===== src/rtl/down_timer_if.sv =====
// Control/status bundle for down_timer: commands and load value in, count and status out.
// With DOWN_TIMER_PRESCALE_EN defined the bundle also carries the prescaler divide value.
interface down_timer_if #(
    parameter int WIDTH = 8
`ifdef DOWN_TIMER_PRESCALE_EN
    , parameter int PRESC_WIDTH = 4
`endif
);

    logic             load;
    logic [WIDTH-1:0] load_value;
    logic             start;
    logic             stop;
    logic             auto_reload;
    logic             enable;
`ifdef DOWN_TIMER_PRESCALE_EN
    logic [PRESC_WIDTH-1:0] presc;
`endif
    logic [WIDTH-1:0] count;
    logic             busy;
    logic             paused;
    logic             expire;

    modport master (
`ifdef DOWN_TIMER_PRESCALE_EN
        output presc,
`endif
        output load, load_value, start, stop, auto_reload, enable,
        input  count, busy, paused, expire
    );

    modport slave (
`ifdef DOWN_TIMER_PRESCALE_EN
        input  presc,
`endif
        input  load, load_value, start, stop, auto_reload, enable,
        output count, busy, paused, expire
    );

endinterface


===== src/rtl/down_timer.sv =====
// Loadable down-counting timer with one-shot / auto-reload modes and a one-cycle expire pulse.
// Optional prescaler enabled by defining DOWN_TIMER_PRESCALE_EN.
module down_timer #(
    parameter int WIDTH = 8
`ifdef DOWN_TIMER_PRESCALE_EN
    , parameter int PRESC_WIDTH = 4
`endif
) (
    input  logic        clk,
    input  logic        rst_n,
    down_timer_if.slave bus
);

    typedef enum logic [1:0] {
        IDLE  = 2'd0,
        RUN   = 2'd1,
        PAUSE = 2'd2
    } state_t;

    state_t           state_q, state_d;
    logic [WIDTH-1:0] count_q, count_d;
    logic [WIDTH-1:0] reload_q, reload_d;
    logic             expire_q, expire_d;
    logic             run_entry;
    logic             tick;

`ifdef DOWN_TIMER_PRESCALE_EN
    logic [PRESC_WIDTH-1:0] presc_cnt_q;

    assign tick = bus.enable && (presc_cnt_q == bus.presc);

    // Restart the divider on load and on every entry into RUN so the first
    // decrement after a start/resume always takes a full presc+1 enabled cycles.
    always_ff @(posedge clk or negedge rst_n) begin
        if (!rst_n) begin
            presc_cnt_q <= '0;
        end else if (bus.load || run_entry || tick) begin
            presc_cnt_q <= '0;
        end else if (bus.enable) begin
            presc_cnt_q <= presc_cnt_q + PRESC_WIDTH'(1);
        end
    end
`else
    assign tick = bus.enable;
`endif

    always_ff @(posedge clk or negedge rst_n) begin
        if (!rst_n) begin
            state_q  <= IDLE;
            count_q  <= '0;
            reload_q <= '0;
            expire_q <= 1'b0;
        end else begin
            state_q  <= state_d;
            count_q  <= count_d;
            reload_q <= reload_d;
            expire_q <= expire_d;
        end
    end

    // Command priority is load > stop > start; stop also masks a start in IDLE/PAUSE.
    always_comb begin
        state_d   = state_q;
        count_d   = count_q;
        reload_d  = reload_q;
        expire_d  = 1'b0;
        run_entry = 1'b0;

        if (bus.load) begin
            count_d  = bus.load_value;
            reload_d = bus.load_value;
            state_d  = IDLE;
        end else begin
            unique case (state_q)
                IDLE: begin
                    if (!bus.stop && bus.start && (count_q != '0)) begin
                        state_d   = RUN;
                        run_entry = 1'b1;
                    end
                end
                RUN: begin
                    if (bus.stop) begin
                        state_d = PAUSE;
                    end else if (tick) begin
                        if (count_q > WIDTH'(1)) begin
                            count_d = count_q - WIDTH'(1);
                        end else if (count_q == WIDTH'(1)) begin
                            expire_d = 1'b1;
                            if (bus.auto_reload) begin
                                count_d = reload_q;
                            end else begin
                                count_d = '0;
                                state_d = IDLE;
                            end
                        end else begin
                            state_d = IDLE;
                        end
                    end
                end
                PAUSE: begin
                    if (!bus.stop && bus.start) begin
                        state_d   = RUN;
                        run_entry = 1'b1;
                    end
                end
                default: begin
                    state_d = IDLE;
                end
            endcase
        end
    end

    assign bus.count  = count_q;
    assign bus.busy   = (state_q == RUN);
    assign bus.paused = (state_q == PAUSE);
    assign bus.expire = expire_q;

endmodule


===== src/flat_wrapper.sv =====
// flat-port wrapper written by rule: the top's interface ports become plain ports
module down_timer_flat 
#(
    parameter int WIDTH = 8

)
  (clk, rst_n, bus_load, bus_load_value, bus_start, bus_stop, bus_auto_reload, bus_enable, bus_count, bus_busy, bus_paused, bus_expire);
  down_timer_if #(.WIDTH(WIDTH)) bus_i ();
  input  logic clk;
  input  logic rst_n;
  input wire logic [$bits(bus_i.load)-1:0] bus_load;
  input wire logic [$bits(bus_i.load_value)-1:0] bus_load_value;
  input wire logic [$bits(bus_i.start)-1:0] bus_start;
  input wire logic [$bits(bus_i.stop)-1:0] bus_stop;
  input wire logic [$bits(bus_i.auto_reload)-1:0] bus_auto_reload;
  input wire logic [$bits(bus_i.enable)-1:0] bus_enable;
  output wire logic [$bits(bus_i.count)-1:0] bus_count;
  output wire logic [$bits(bus_i.busy)-1:0] bus_busy;
  output wire logic [$bits(bus_i.paused)-1:0] bus_paused;
  output wire logic [$bits(bus_i.expire)-1:0] bus_expire;
  assign bus_i.load = bus_load;
  assign bus_i.load_value = bus_load_value;
  assign bus_i.start = bus_start;
  assign bus_i.stop = bus_stop;
  assign bus_i.auto_reload = bus_auto_reload;
  assign bus_i.enable = bus_enable;
  assign bus_count = bus_i.count;
  assign bus_busy = bus_i.busy;
  assign bus_paused = bus_i.paused;
  assign bus_expire = bus_i.expire;
  down_timer #(.WIDTH(WIDTH)) u_core (.clk(clk), .rst_n(rst_n), .bus(bus_i));
endmodule

===== config.mk =====
export PLATFORM = sky130hd
export DESIGN_NAME = down_timer_flat
export DESIGN_NICKNAME = d
export VERILOG_FILES = /design/src/rtl/down_timer_if.sv /design/src/rtl/down_timer.sv /design/src/flat_wrapper.sv
export SDC_FILE = /design/constraint.sdc
export NUM_CORES = 1
export LEC_CHECK = 0
export CAP_MARGIN = 25
export CORE_MARGIN = 2
export CORE_UTILIZATION = 40
export DETAILED_ROUTE_END_ITERATION = 8
export DONT_BUFFER_PORTS = 1
export SYNTH_ARGS = -nofsm -noshare
export SYNTH_HDL_FRONTEND = slang
export SYNTH_SLANG_ARGS = --single-unit

===== constraint.sdc =====
create_clock -name clk -period 2 [get_ports clk]
set_input_delay 0.4 -clock clk [delete_from_list [all_inputs] [get_ports clk]]
set_output_delay 0.4 -clock clk [all_outputs]
set_load 0.005 [all_outputs]

==> metrics.json, run 1 <==
{
  "status": "finished clean",
  "p_per_area_nw_per_um2": 681,
  "grt_antenna_before_repair": 0,
  "leakage_nw": 0.603,
  "ys_warn_count": 0,
  "grtUsageMet2": 0.304,
  "synth_top_area_share": 0.375,
  "grt.overflow.total": 0,
  "worst_ep_required_time_ns": 2.19,
  "cts.clk_slew.worst_paths_ns": 0.11,
  "ys_seq_elements": 19,
  "grt_max_degree": 31,
  "coreArea_um2": 3030,
  "setup-violations-final": 0,
  "synthTopCellsByArea": "sky130_fd_sc_hd__dfrtp_1 38%, sky130_fd_sc_hd__inv_1 4.7%, sky130_fd_sc_hd__nand2_1 4.7%",
  "drt-initial-drc-count": 43,
  "ir_worst_vdd_uv": 261,
  "global_route.peak_usage_layer": "met2",
  "max_slew_margin": 0.415,
  "drc": 0,
  "cts_inserted_buffers": 3,
  "worst_max_slew_pin_slew_ns": 0.875,
  "layout.cells.most_common": "sky130_fd_sc_hd__dfrtp_1",
  "worst_hold_path_type": "primary input to flip-flop",
  "vias": 1101,
  "initial_core_util": 0.418,
  "synth_async_sr_flop_share": 1.00,
  "critical_path_peak_fanout": 5,
  "switching_share": 0.343,
  "setup.worst_path.end_class": "flip-flop",
  "ys_seq_area_frac": 0.375,
  "port_buffers": 0,
  "drive_above_1_share": 0.164,
  "timing.final.crit_period_ns": 1.88,
  "seq_power_share": 0.490,
  "placement_rows": 20,
  "finalHoldViolCount": 0,
  "grt_use_met1": 0.279,
  "fp.dieH_um": 60.3,
  "finalMaxSlewViolations": 0,
  "routedWlPerCell_um": 16.9,
  "die-area_um2": 3630,
  "detail-route-antenna-nets": 0,
  "drt_pre_antenna_iters": 4,
  "synth_top_flop_cell": "sky130_fd_sc_hd__dfrtp_1",
  "p_comb_frac": 0.300,
  "post_synth_net_total": 160,
  "max-clock-path-buffers": 2,
  "max_cap_viol_count": 0,
  "areaGrowthSynthToFinish_pct": 9.19,
  "grtUsageMet3": 0.0390,
  "timing.fmax_mhz": 532,
  "n_fill_cell": 300,
  "dp_hpwl_um": 2360,
  "synth-edff-count": 0,
  "drt-total-wl_um": 3220,
  "post-synth-top-area-cell": "sky130_fd_sc_hd__dfrtp_1",
  "setup_repair_after_global_routing_missed_its_margin": "false",
  "startpoint_type": "flip-flop",
  "seq_area_um2": 475,
  "post_cts.repair.setup_buffers": 0,
  "clock_latency_ns": 0.30,
  "post_synth_instance_area_um2": 1270,
  "die_w_um": 60.3,
  "tritoncts": "yes",
  "io_pins": 26,
  "fin_setup_tns_ns": 0,
  "cell_internal_pwr_w": 0.000619,
  "routabilityCongestion": 0.843,
  "finalCritPeriodShare": 0.939,
  "synth_cell_type_count": 44,
  "p_total_w": 0.000942,
  "nets": 165,
  "route.detailed.vias_per_inst": 5.79,
  "p_clk_frac": 0.209,
  "finalCoreUtilization": 0.457,
  "post_syn_area_per_cell_um2": 8.92,
  "p_sw_w": 0.000323,
  "multi_input_area_um2": 688,
  "tritoncts_num_sinks": 19,
  "grt_pass1_vias": 1075,
  "clock_tree.htree_level_count": 1,
  "layout_common_cells": "19 x sky130_fd_sc_hd__dfrtp_1, 16 x sky130_fd_sc_hd__inv_1, 16 x sky130_fd_sc_hd__nand2_1",
  "syn-instance-count": 142,
  "grt_util_all_layers": 0.201,
  "criticalPathCategory": "flip-flop to flip-flop",
  "first_pass_grt_wire_length_um": 5370,
  "cts_root_buffer": "sky130_fd_sc_hd__clkbuf_4",
  "clock-skew-final_ns": 0.00159,
  "critical_path_arrival_ns": 2.07,
  "num_antenna_cells": 0
}
## power groups by stage
stage | registers (W) | clock network, W | logic (W)
6_report | 0.000462 | 0.000197 | 0.000283
5_1_grt | 0.000469 | 0.000229 | 0.000314
2_1_floorplan | 0.000467 | 0 | 0.000209
3_3_place_gp | 0.000468 | 0 | 0.000266
4_1_cts | 0.000461 | 0.000207 | 0.000280
3_5_place_dp | 0.000469 | 0 | 0.000269
## state kept, by name (all words and copies together), names as in the netlist
signal	count
u_core.bus.count	8
u_core.reload_q	8
u_core.state_q	2
u_core.bus.expire	1
## Yosys cell counts (2+ instances only)
library cell and instances:
sky130_fd_sc_hd__a21oi_1 4, sky130_fd_sc_hd__buf_2 2, sky130_fd_sc_hd__a21o_1 4, sky130_fd_sc_hd__a31oi_1 2, sky130_fd_sc_hd__a311oi_1 5, sky130_fd_sc_hd__ha_1 3, sky130_fd_sc_hd__nand3_1 4, sky130_fd_sc_hd__nand2_1 16
sky130_fd_sc_hd__o21ai_0 7, sky130_fd_sc_hd__a32oi_1 2, sky130_fd_sc_hd__or2_2 3, sky130_fd_sc_hd__a211o_1 2, sky130_fd_sc_hd__inv_1 16, sky130_fd_sc_hd__o22ai_1 3, sky130_fd_sc_hd__nor2_1 10, sky130_fd_sc_hd__nor4_1 3
sky130_fd_sc_hd__clkbuf_1 6, sky130_fd_sc_hd__nand2b_1 2, sky130_fd_sc_hd__buf_6 2, sky130_fd_sc_hd__o2111ai_1 2, sky130_fd_sc_hd__dfrtp_1 19, sky130_fd_sc_hd__o31ai_1 2, sky130_fd_sc_hd__a311o_1 2
## timing repair
| item | in CTS | in global routing |
|---|---|---|
| setup endpoints to repair | 0 | 7 |
| hold buffers | 1 | 0 |
| gates resized for setup | 0 | 3 |
| hold endpoints to repair | 19 | 0 |
## worst paths after layout
kind	endpoint	startpoint	slack, ns	cells past startpoint
max	u_core.bus.count[0]	u_core.bus.count[1]	0.12	6
min	u_core.state_q[0]	bus_load	0.16	1
max reg2reg	u_core.bus.count[0]	u_core.bus.count[1]	0.12	6
min reg2reg	u_core.reload_q[7]	u_core.reload_q[7]	0.50	1
max in group asynchronous	u_core.bus.count[7]	rst_n	0.81	1
min in group asynchronous	u_core.reload_q[5]	rst_n	0.65	1
## per-stage QoR
stage	area [um^2]	instances	setup WS, ns	hold slack, ns
floorplan	1270	142	0.185	0.104
global placement	1330	185	0.170	0.105
detailed placement	1330	185	0.0550	0.105
CTS	1370	190	0.0321	0.143
global route	1380	190	0.0156	0.129
finish	1380	190	0.122	0.159
## worst max-delay path: stages (launching register included)
cell and delay [ns]:
sky130_fd_sc_hd__dfrtp_1 0.43, sky130_fd_sc_hd__inv_1 0.15, sky130_fd_sc_hd__ha_1 0.27, sky130_fd_sc_hd__nor4b_2 0.30
sky130_fd_sc_hd__a21o_1 0.21, sky130_fd_sc_hd__nand2_1 0.17, sky130_fd_sc_hd__a22o_1 0.25
## cell type report
type,instances,share of cell area
repair buffers,10,0.0561
clock buffers,4,0.0190
well taps,44,0.0398
multi-input cells,97,0.498
inverters,16,0.0434
flip-flops and latches,19,0.344
## metal layers
metal / routed length [um] / part of all wire
met4: 23 / 0.0071
met1: 1430 / 0.44
met5: 0 / 0
met3: 211 / 0.066
met2: 1560 / 0.48
## logic make-up after synthesis
group / share of synthesized area
buffers and inverters: 0.0909
muxes: 0.0168
and+or+nand+nor: 0.202
AOI/OAI and AO/OA: 0.286
DFF: 0.375
adders and majority gates: 0.0296
Note: power is estimated with default switching activity, not from simulation.
==> inputs of run 2 (changes only) <==
--- a/config.mk
+++ b/config.mk
@@ -10,6 +10,7 @@
 export CORE_UTILIZATION = 40
 export DETAILED_ROUTE_END_ITERATION = 8
 export DONT_BUFFER_PORTS = 1
+export SLEW_MARGIN = 20
 export SYNTH_ARGS = -nofsm -noshare
 export SYNTH_HDL_FRONTEND = slang
 export SYNTH_SLANG_ARGS = --single-unit
==> results of run 2 <==
Same layout as run 1: the final DEF is identical, and so are final timing and power.
